==> config.mk <==
export PLATFORM = sky130hd
export DESIGN_NAME = if_fetch
export DESIGN_NICKNAME = d
export VERILOG_FILES = /design/src/rtl/if_fetch.sv
export SDC_FILE = /design/constraint.sdc
export NUM_CORES = 1
export LEC_CHECK = 0
export ABC_AREA = 1
export CELL_PAD_IN_SITES_DETAIL_PLACEMENT = 0
export CELL_PAD_IN_SITES_GLOBAL_PLACEMENT = 2
export CORE_MARGIN = 8
export CORE_UTILIZATION = 27
export DETAILED_ROUTE_END_ITERATION = 10
export PLACE_DENSITY = 0.88
export SLEW_MARGIN = 20
export SYNTH_ARGS = -nofsm -noshare
export SYNTH_HDL_FRONTEND = slang
export SYNTH_SLANG_ARGS = --single-unit
==> constraint.sdc <==
create_clock -name clk_i -period 6.1 [get_ports clk_i]
set_clock_uncertainty 0.2 [all_clocks]
set_input_delay 0.915 -clock clk_i [delete_from_list [all_inputs] [get_ports clk_i]]
set_output_delay 0.915 -clock clk_i [all_outputs]
set_load 0.01 [all_outputs]
==> src/rtl/if_fetch.sv <==
// Instruction fetch stage: one outstanding imem request, a 2-entry {pc, instr}
// FIFO toward IF/ID, and redirect-driven flush with drain of the in-flight reply.
module if_fetch #(
  parameter logic [31:0] RESET_PC = 32'h0000_0000
) (
  input  logic        clk_i,
  input  logic        rst_i,
  input  logic        stall_i,
  input  logic        redirect_i,
  input  logic [31:0] redirect_pc_i,
  output logic        imem_req_o,
  output logic [31:0] imem_addr_o,
  input  logic        imem_gnt_i,
  input  logic        imem_rvalid_i,
  input  logic [31:0] imem_rdata_i,
  output logic [31:0] pc_o,
  output logic [31:0] instr_o,
  output logic        valid_o
);

  typedef enum logic [1:0] {IDLE, WAIT, DRAIN} state_t;

  state_t      state_q, state_d;
  logic [31:0] fetch_pc_q, fetch_pc_d;
  logic [31:0] req_pc_q, req_pc_d;
  logic [31:0] pc0_q, pc0_d, pc1_q, pc1_d;
  logic [31:0] in0_q, in0_d, in1_q, in1_d;
  logic [1:0]  cnt_q, cnt_d;
  logic        req, gnt, push, pop;
  logic [31:0] push_pc;

  // Request is combinational so it drops in the same cycle as redirect or reset.
  assign req         = (state_q == IDLE) && !redirect_i && (cnt_q != 2'd2) && !rst_i;
  assign gnt         = req && imem_gnt_i;
  assign imem_req_o  = req;
  assign imem_addr_o = fetch_pc_q;

  assign valid_o = (cnt_q != 2'd0);
  assign pc_o    = valid_o ? pc0_q : '0;
  assign instr_o = valid_o ? in0_q : '0;
  assign pop     = valid_o && !stall_i && !redirect_i;

  always_comb begin
    state_d    = state_q;
    fetch_pc_d = fetch_pc_q;
    req_pc_d   = req_pc_q;
    pc0_d      = pc0_q;
    pc1_d      = pc1_q;
    in0_d      = in0_q;
    in1_d      = in1_q;
    cnt_d      = cnt_q;
    push       = 1'b0;
    push_pc    = req_pc_q;

    case (state_q)
      IDLE: begin
        if (gnt) begin
          req_pc_d   = fetch_pc_q;
          fetch_pc_d = fetch_pc_q + 32'd4;
          if (imem_rvalid_i) begin
            push    = 1'b1;
            push_pc = fetch_pc_q;
          end else begin
            state_d = WAIT;
          end
        end
      end
      WAIT: begin
        if (imem_rvalid_i) begin
          push    = 1'b1;
          state_d = IDLE;
        end
      end
      DRAIN: begin
        if (imem_rvalid_i) state_d = IDLE;
      end
      default: state_d = IDLE;
    endcase

    // Entry 0 is always the head; the FIFO shifts on pop.
    case ({push, pop})
      2'b10: begin
        if (cnt_q == 2'd0) begin
          pc0_d = push_pc;
          in0_d = imem_rdata_i;
        end else begin
          pc1_d = push_pc;
          in1_d = imem_rdata_i;
        end
        cnt_d = cnt_q + 2'd1;
      end
      2'b01: begin
        pc0_d = pc1_q;
        in0_d = in1_q;
        cnt_d = cnt_q - 2'd1;
      end
      2'b11: begin
        if (cnt_q == 2'd1) begin
          pc0_d = push_pc;
          in0_d = imem_rdata_i;
        end else begin
          pc0_d = pc1_q;
          in0_d = in1_q;
          pc1_d = push_pc;
          in1_d = imem_rdata_i;
        end
      end
      default: ;
    endcase

    // Redirect wins; a DRAIN whose reply lands this cycle still returns to IDLE,
    // otherwise nothing would ever leave DRAIN.
    if (redirect_i) begin
      cnt_d      = 2'd0;
      fetch_pc_d = redirect_pc_i & 32'hFFFF_FFFC;
      if (state_q == WAIT) state_d = imem_rvalid_i ? IDLE : DRAIN;
    end
  end

  always_ff @(posedge clk_i or posedge rst_i) begin
    if (rst_i) begin
      state_q    <= IDLE;
      fetch_pc_q <= RESET_PC;
      req_pc_q   <= '0;
      pc0_q      <= '0;
      pc1_q      <= '0;
      in0_q      <= '0;
      in1_q      <= '0;
      cnt_q      <= '0;
    end else begin
      state_q    <= state_d;
      fetch_pc_q <= fetch_pc_d;
      req_pc_q   <= req_pc_d;
      pc0_q      <= pc0_d;
      pc1_q      <= pc1_d;
      in0_q      <= in0_d;
      in1_q      <= in1_d;
      cnt_q      <= cnt_d;
    end
  end

endmodule

==> impl_metrics.py, run 1 <==
metrics = {
    "timing": {
        "hold_viol_final": 0,
        "slew_headroom_pct": 34.7,
        "fmax_ghz": 0.241,
        "final_max_slew_viol_count": 0,
        "finalSetupViolations": 0,
        "period_share_pct": 68.1,
        "period_minus_slack_ns": 4.15,
        "timing.setup.tns_ns": 0,
        "worstMarginPinSlew_ns": 0.977,
        "grt_setup_unrepaired": "false",
    },
    "clocking": {
        "clk_path_buf_depth": 2,
        "cts_tree": "done",
        "post-cts-setup-buffers": 0,
        "cts_buffers": 17,
        "clk_pin_slew_ns": 0.07,
        "root_buffer": "clkbuf_16",
        "h-tree-depth": 4,
        "holdBufCountCts": 0,
        "clk_latency_ns": 0.45,
        "clock_sinks": 189,
        "ctsResizeCount": 0,
    },
    "worst_setup_path": {
        "critPathLaunch": "rst_i",
        "critPathRequiredTime_ns": 6.26,
        "critPathArrivalTime_ns": 4.31,
        "reg2reg_from": "cnt_q[0]",
        "max_stage_delay_ns": 0.59,
        "slowest_stage": "buf_4",
        "crit_path_start_kind": "input port",
        "crit_buf_inv": 2,
        "critPathCaptureType": "register",
        "crit_fanout": 67,
        "cpMostUsedCell": "nand2_2",
        "r2r_slack_ns": 2.28,
        "cp_cell_sequence": "clkdlybuf4s50_1 -> nor2_1 -> nand4_2 -> nand2_2 -> nand2_1 -> nand2_2 -> buf_4 -> nand3_1 -> o21ai_0",
        "cp_top_family": "simple AND/OR/NAND/NOR gates",
        "crit_type": "input port to register",
    },
    "floorplan": {
        "placementRows": 72,
        "ios": 168,
        "dieWidth_um": 214,
        "die_area_mm2": 0.0457,
        "start_util_pct": 27.3,
        "fp.coreArea_mm2": 0.0386,
        "die_h_um": 214,
    },
    "hold_path": {
        "min_from": "pc0_q[9]",
        "worst_hold_path_type": "register to register",
    },
    "yosys": {
        "syn_avg_cell_area_um2": 7.00,
        "async_reset_ff_share_pct": 100,
        "synth_edf_count": 0,
        "synth_ff_type": "dfrtp_1",
        "netlist_top_cells_area": "dfrtp_1 (45%), nand2_1 (16%), inv_1 (8.3%)",
        "yosys.area.top_type": "dfrtp_1",
        "yosysSeqAreaShare_pct": 44.8,
        "yosys_warnings": 0,
        "syn_inst": 1507,
        "ys_types": 35,
        "synth.cell_area_mm2": 0.0106,
        "yosysTopAreaCellShare_pct": 44.8,
        "ys_seq_elements": 189,
        "yosys-top-cells-count": "nand2_1 (436), inv_1 (234), dfrtp_1 (189), nand3_1 (136), nor2_1 (136)",
        "synth.most_common_cell": "nand2_1",
    },
    "layout": {
        "fin_nets": 1695,
        "fillers": 4090,
        "n_antenna_cell": 0,
        "drive_gt1_share_pct": 3.56,
        "syn2layout_area_growth_pct": 24.4,
        "final_util_pct": 34.0,
    },
    "placement": {
        "hpwl_mm": 22.3,
        "portBuffers": 163,
        "gp_congestion": 0.883,
    },
    "routing": {
        "wire_per_inst_um": 15.5,
        "viasPerCell": 4.53,
        "drt_iter0_drc": 694,
        "drtAntennaViolNets": 0,
        "drc": 0,
        "wl_mm": 33.2,
        "dr.pass1.iters": 5,
        "via_count": 9737,
    },
    "global_route": {
        "grt_overflow": 0,
        "grt_antenna_before_repair": 1,
        "grt_pass1_vias": 9219,
        "grt_pass1_wl_mm": 53.2,
        "track_usage_pct": 14.7,
        "grt_max_degree": 83,
    },
    "pwr": {
        "ir_drop_mv": 0.181,
        "powerDensity_mw_per_mm2": 428,
        "p_leak_nw": 6.28,
    },
    "run": {
        "cap_violations": 0,
    },
    "run_status": {
        "status": "completed",
    },
}
power breakdown:
group          internal, W  switching, W  total [W]
clock network     0.000563      0.000572    0.00113
registers          0.00178      0.000286    0.00207
logic             0.000961       0.00146    0.00242
total              0.00330       0.00231    0.00562
through the flow:
stage,instances,instance area [um^2],worst slack (ns),hold WS (ns),total power [W]
floorplan,1508,10600,2.55,0.249,0.00358
global placement,2117,12600,1.39,0.263,0.00448
detailed placement,2117,12600,1.37,0.265,0.00454
CTS,2149,13100,1.84,0.287,0.00571
global route,2149,13100,1.57,0.301,0.00614
finish,2149,13100,1.95,0.282,0.00562
layout make-up:
| cell class | instances | area (um^2) | area share (%) |
|---|---|---|---|
| Sequential cell | 189 | 4730 | 36.0 |
| Multi-Input combinational cell | 998 | 4530 | 34.5 |
| Timing Repair Buffer | 176 | 1750 | 13.4 |
| Inverter | 236 | 890 | 6.78 |
| Tap cell | 518 | 648 | 4.94 |
| Clock buffer | 19 | 453 | 3.45 |
| Clock inverter | 13 | 124 | 0.944 |
per-layer routing:
metal / share of wire [%] / GRT usage [%] / up-vias / wire length, um
met4: 0.84 / 3.03 / 2 / 280
li1: - / - / 4919 / -
met5: 0.039 / 0 / - / 13
met1: 51 / 22.0 / 4540 / 16800
met2: 42 / 21.3 / 255 / 14000
met3: 6.3 / 3.49 / 21 / 2080
logic make-up (layout without fill, tap and decap cells):
logic type / count (synthesis) / count (layout) / share of synthesized area (%)
adders and majority gates: 7 / 7 / 0.830
buffers and inverters: 321 / 444 / 12.5
and+or+nand+nor: 764 / 764 / 30.3
AOI/OAI and AO/OA: 221 / 221 / 11.3
other: 1 / 2 / 0.0355
xor gates and xnor gates: 4 / 4 / 0.332
DFF: 189 / 189 / 44.8
final timing paths:
check,end,cells past startpoint
min in group asynchronous,pc0_q[28],2
min,pc0_q[9],2
max reg2reg,pc0_q[29],10
max in group asynchronous,imem_addr_o[7],3
max,pc0_q[29],9
min reg2reg,pc0_q[9],2
worst reg2reg max path: stages, from the launching register on:
cell and delay, ns:
dfrtp_1 0.40, inv_1 0.08, ha_1 0.19, nor2_1 0.31
nand4_2 0.53, nand2_2 0.32, nand2_1 0.54, nand2_2 0.25
buf_4 0.59, nand3_1 0.17, o21ai_0 0.17
cells in the final DEF, fill, tap and decap left out, drive strengths merged:
master and instances:
nand3b 17, nand3 137, nor3 22, o221a 1, inv 242, dfrtp 189
o21ai 181, o221ai 4, clkinv 5, ha 7, xor2 3, clkbuf 19
o211ai 10, nand2 438, buf 13, o21bai 2, o21a 9, a21oi 12
conb 2, and2 1, clkdlybuf4s50 163, a31oi 1, nand4 11, o22ai 1
clkinvlp 2, nor2 138, xnor2 1
state kept, by name (all words and copies together), names as in the netlist:
| name | flops |
|---|---|
| in0_q | 32 |
| in1_q | 32 |
| pc0_q | 31 |
| imem_addr_o | 30 |
| pc1_q | 30 |
| req_pc_q | 30 |
| cnt_q | 2 |
| state_q | 2 |
No activity file was read; power rests on OpenSTA's default activity.
==> run 2: changes to the inputs <==
==> constraint.sdc (replaced) <==
create_clock -name clk_i -period 3.45 [get_ports clk_i]
set_clock_uncertainty 0.2 [all_clocks]
set_input_delay 0.5175 -clock clk_i [delete_from_list [all_inputs] [get_ports clk_i]]
set_output_delay 0.5175 -clock clk_i [all_outputs]
set_load 0.01 [all_outputs]
==> run 2 against run 1 <==
  * Final cell count grew 0.65%
  * Wire length shrank 1.5%
  * Die area is the same
  * Sequential share of layout area shrank 0.40 points
  * Combinational power grew 79%
  * Design area grew 1.1%
  * Clock power grew 66%
  * Non-clock buffer count grew 15
  * First-iteration DRC count shrank 11%
  * Via count shrank 0.32%
  * Global-route usage shrank 0.18 points
  * Largest power group unchanged
==> impl_metrics.py, run 2 (synthesized netlist as in run 1, its figures left out) <==
metrics = {
    "floorplan": {
        "die_area_mm2": 0.0457,
        "die_h_um": 214,
        "placementRows": 72,
        "dieWidth_um": 214,
        "ios": 168,
        "start_util_pct": 27.3,
        "fp.coreArea_mm2": 0.0386,
    },
    "global_route": {
        "grt_antenna_before_repair": 2,
        "grt_overflow": 0,
        "grt_max_degree": 105,
        "grt_pass1_vias": 9440,
        "track_usage_pct": 14.6,
        "grt_pass1_wl_mm": 52.7,
    },
    "clocking": {
        "clk_pin_slew_ns": 0.07,
        "post-cts-setup-buffers": 0,
        "cts_tree": "done",
        "h-tree-depth": 4,
        "clock_sinks": 189,
        "ctsResizeCount": 0,
        "holdBufCountCts": 0,
        "cts_buffers": 17,
        "clk_latency_ns": 0.44,
        "root_buffer": "clkbuf_16",
        "clk_path_buf_depth": 2,
    },
    "layout": {
        "n_antenna_cell": 0,
        "most-common-layout-cells": "nand2_1 (436), inv_1 (233), dfrtp_1 (189)",
        "stdcell_count": 2163,
        "fin_nets": 1710,
        "final_common_cell": "nand2_1",
        "fillers": 4146,
        "reg.largest.list": "in0_q x32, in1_q x32, pc0_q x31",
        "drive_gt1_share_pct": 4.19,
        "syn2layout_area_growth_pct": 25.8,
    },
    "worst_setup_path": {
        "reg2reg_from": "cnt_q[0]",
        "critPathArrivalTime_ns": 2.23,
        "crit_path_start_kind": "register",
        "critPathCaptureType": "output pin",
        "critPathLaunch": "cnt_q[0]",
        "cpMostUsedCell": "inv_1",
        "r2r_slack_ns": 0.89,
        "slowest_stage": "clkdlybuf4s50_1",
        "crit_type": "register to output pin",
        "cp_top_family": "buffers and inverters",
        "max_stage_delay_ns": 0.52,
        "crit_fanout": 65,
        "critPathRequiredTime_ns": 2.73,
        "cp_cell_sequence": "inv_1 -> ha_2 -> buf_12 -> inv_1 -> clkdlybuf4s50_1",
        "crit_buf_inv": 4,
    },
    "routing": {
        "drc": 0,
        "drtAntennaViolNets": 0,
        "viasPerCell": 4.49,
        "dr.pass1.iters": 5,
        "wl_mm": 32.7,
        "wire_per_inst_um": 15.1,
        "via_count": 9706,
        "drt_iter0_drc": 616,
    },
    "run": {
        "cap_violations": 0,
    },
    "placement": {
        "dp.cells": 2132,
        "pre_cts_slack_ns": 0.436,
        "hpwl_mm": 23.0,
        "gp_congestion": 0.880,
        "portBuffers": 163,
    },
    "timing": {
        "hold_viol_final": 0,
        "grt_setup_unrepaired": "false",
        "timing.setup.tns_ns": 0,
        "period_share_pct": 85.4,
        "worstMarginPinSlew_ns": 0.752,
        "hold_ws_ns": 0.278,
        "slew_headroom_pct": 49.8,
        "fin_ws_ns": 0.505,
        "fmax_ghz": 0.340,
        "period_minus_slack_ns": 2.95,
        "final_max_slew_viol_count": 0,
        "finalSetupViolations": 0,
    },
    "pwr": {
        "power.total_w": 0.00987,
        "ir_drop_mv": 0.352,
        "powerDensity_mw_per_mm2": 743,
        "p_leak_nw": 6.35,
    },
    "hold_path": {
        "min_from": "in0_q[11]",
        "worst_hold_path_type": "register to register",
    },
    "run_status": {
        "status": "completed",
    },
}
-- run 2: per-layer routing --
| metal | up-vias | global-route usage [%] | routed length (um) |
|---|---|---|---|
| li1 | 4954 | - | - |
| met3 | 21 | 3.67 | 2090 |
| met5 | - | 0 | 23 |
| met2 | 238 | 21.6 | 13800 |
| met4 | 4 | 3.43 | 409 |
| met1 | 4489 | 21.0 | 16500 |
-- run 2: layout make-up --
cell class | count | area, um^2 | share of cell area [%]
Inverter | 236 | 890 | 6.70
Tap cell | 518 | 648 | 4.88
Timing Repair Buffer | 191 | 1940 | 14.6
Multi-Input combinational cell | 998 | 4530 | 34.1
Clock buffer | 21 | 450 | 3.39
Clock inverter | 10 | 85.1 | 0.641
Sequential cell | 189 | 4730 | 35.6
-- run 2: where the power goes --
part | leakage, nW | switching (W) | total [W] | internal [W]
Combinational | 3.77 | 0.00257 | 0.00434 | 0.00177
Sequential | 2.34 | 0.000505 | 0.00365 | 0.00315
Clock | 0.248 | 0.000925 | 0.00188 | 0.000952
-- run 2: path summary, 6_finish.rpt --
kind / to / cells after the start
max: valid_o / 5
min: in0_q[11] / 2
max reg2reg: cnt_q[1] / 10
min reg2reg: in0_q[11] / 2
max in group asynchronous: req_pc_q[3] / 3
min in group asynchronous: in0_q[3] / 2
-- run 2: per-stage QoR --
step           utilization, %  instance area [um^2]
2_1_floorplan               -                 10600
3_3_place_gp             33.0                 12700
3_5_place_dp             33.0                 12700
4_1_cts                  34.3                 13300
5_1_grt                  34.3                 13300
6_report                 34.3                 13300
-- run 2: worst register-to-register path: stages, from the launching register on --
cell,delay [ns]
dfrtp_1,0.40
inv_1,0.09
ha_1,0.20
nor2_1,0.29
nand3_4,0.12
nand2_1,0.13
nand2_1,0.21
nand2_1,0.16
inv_1,0.29
o21ai_0,0.27
nand2_1,0.08
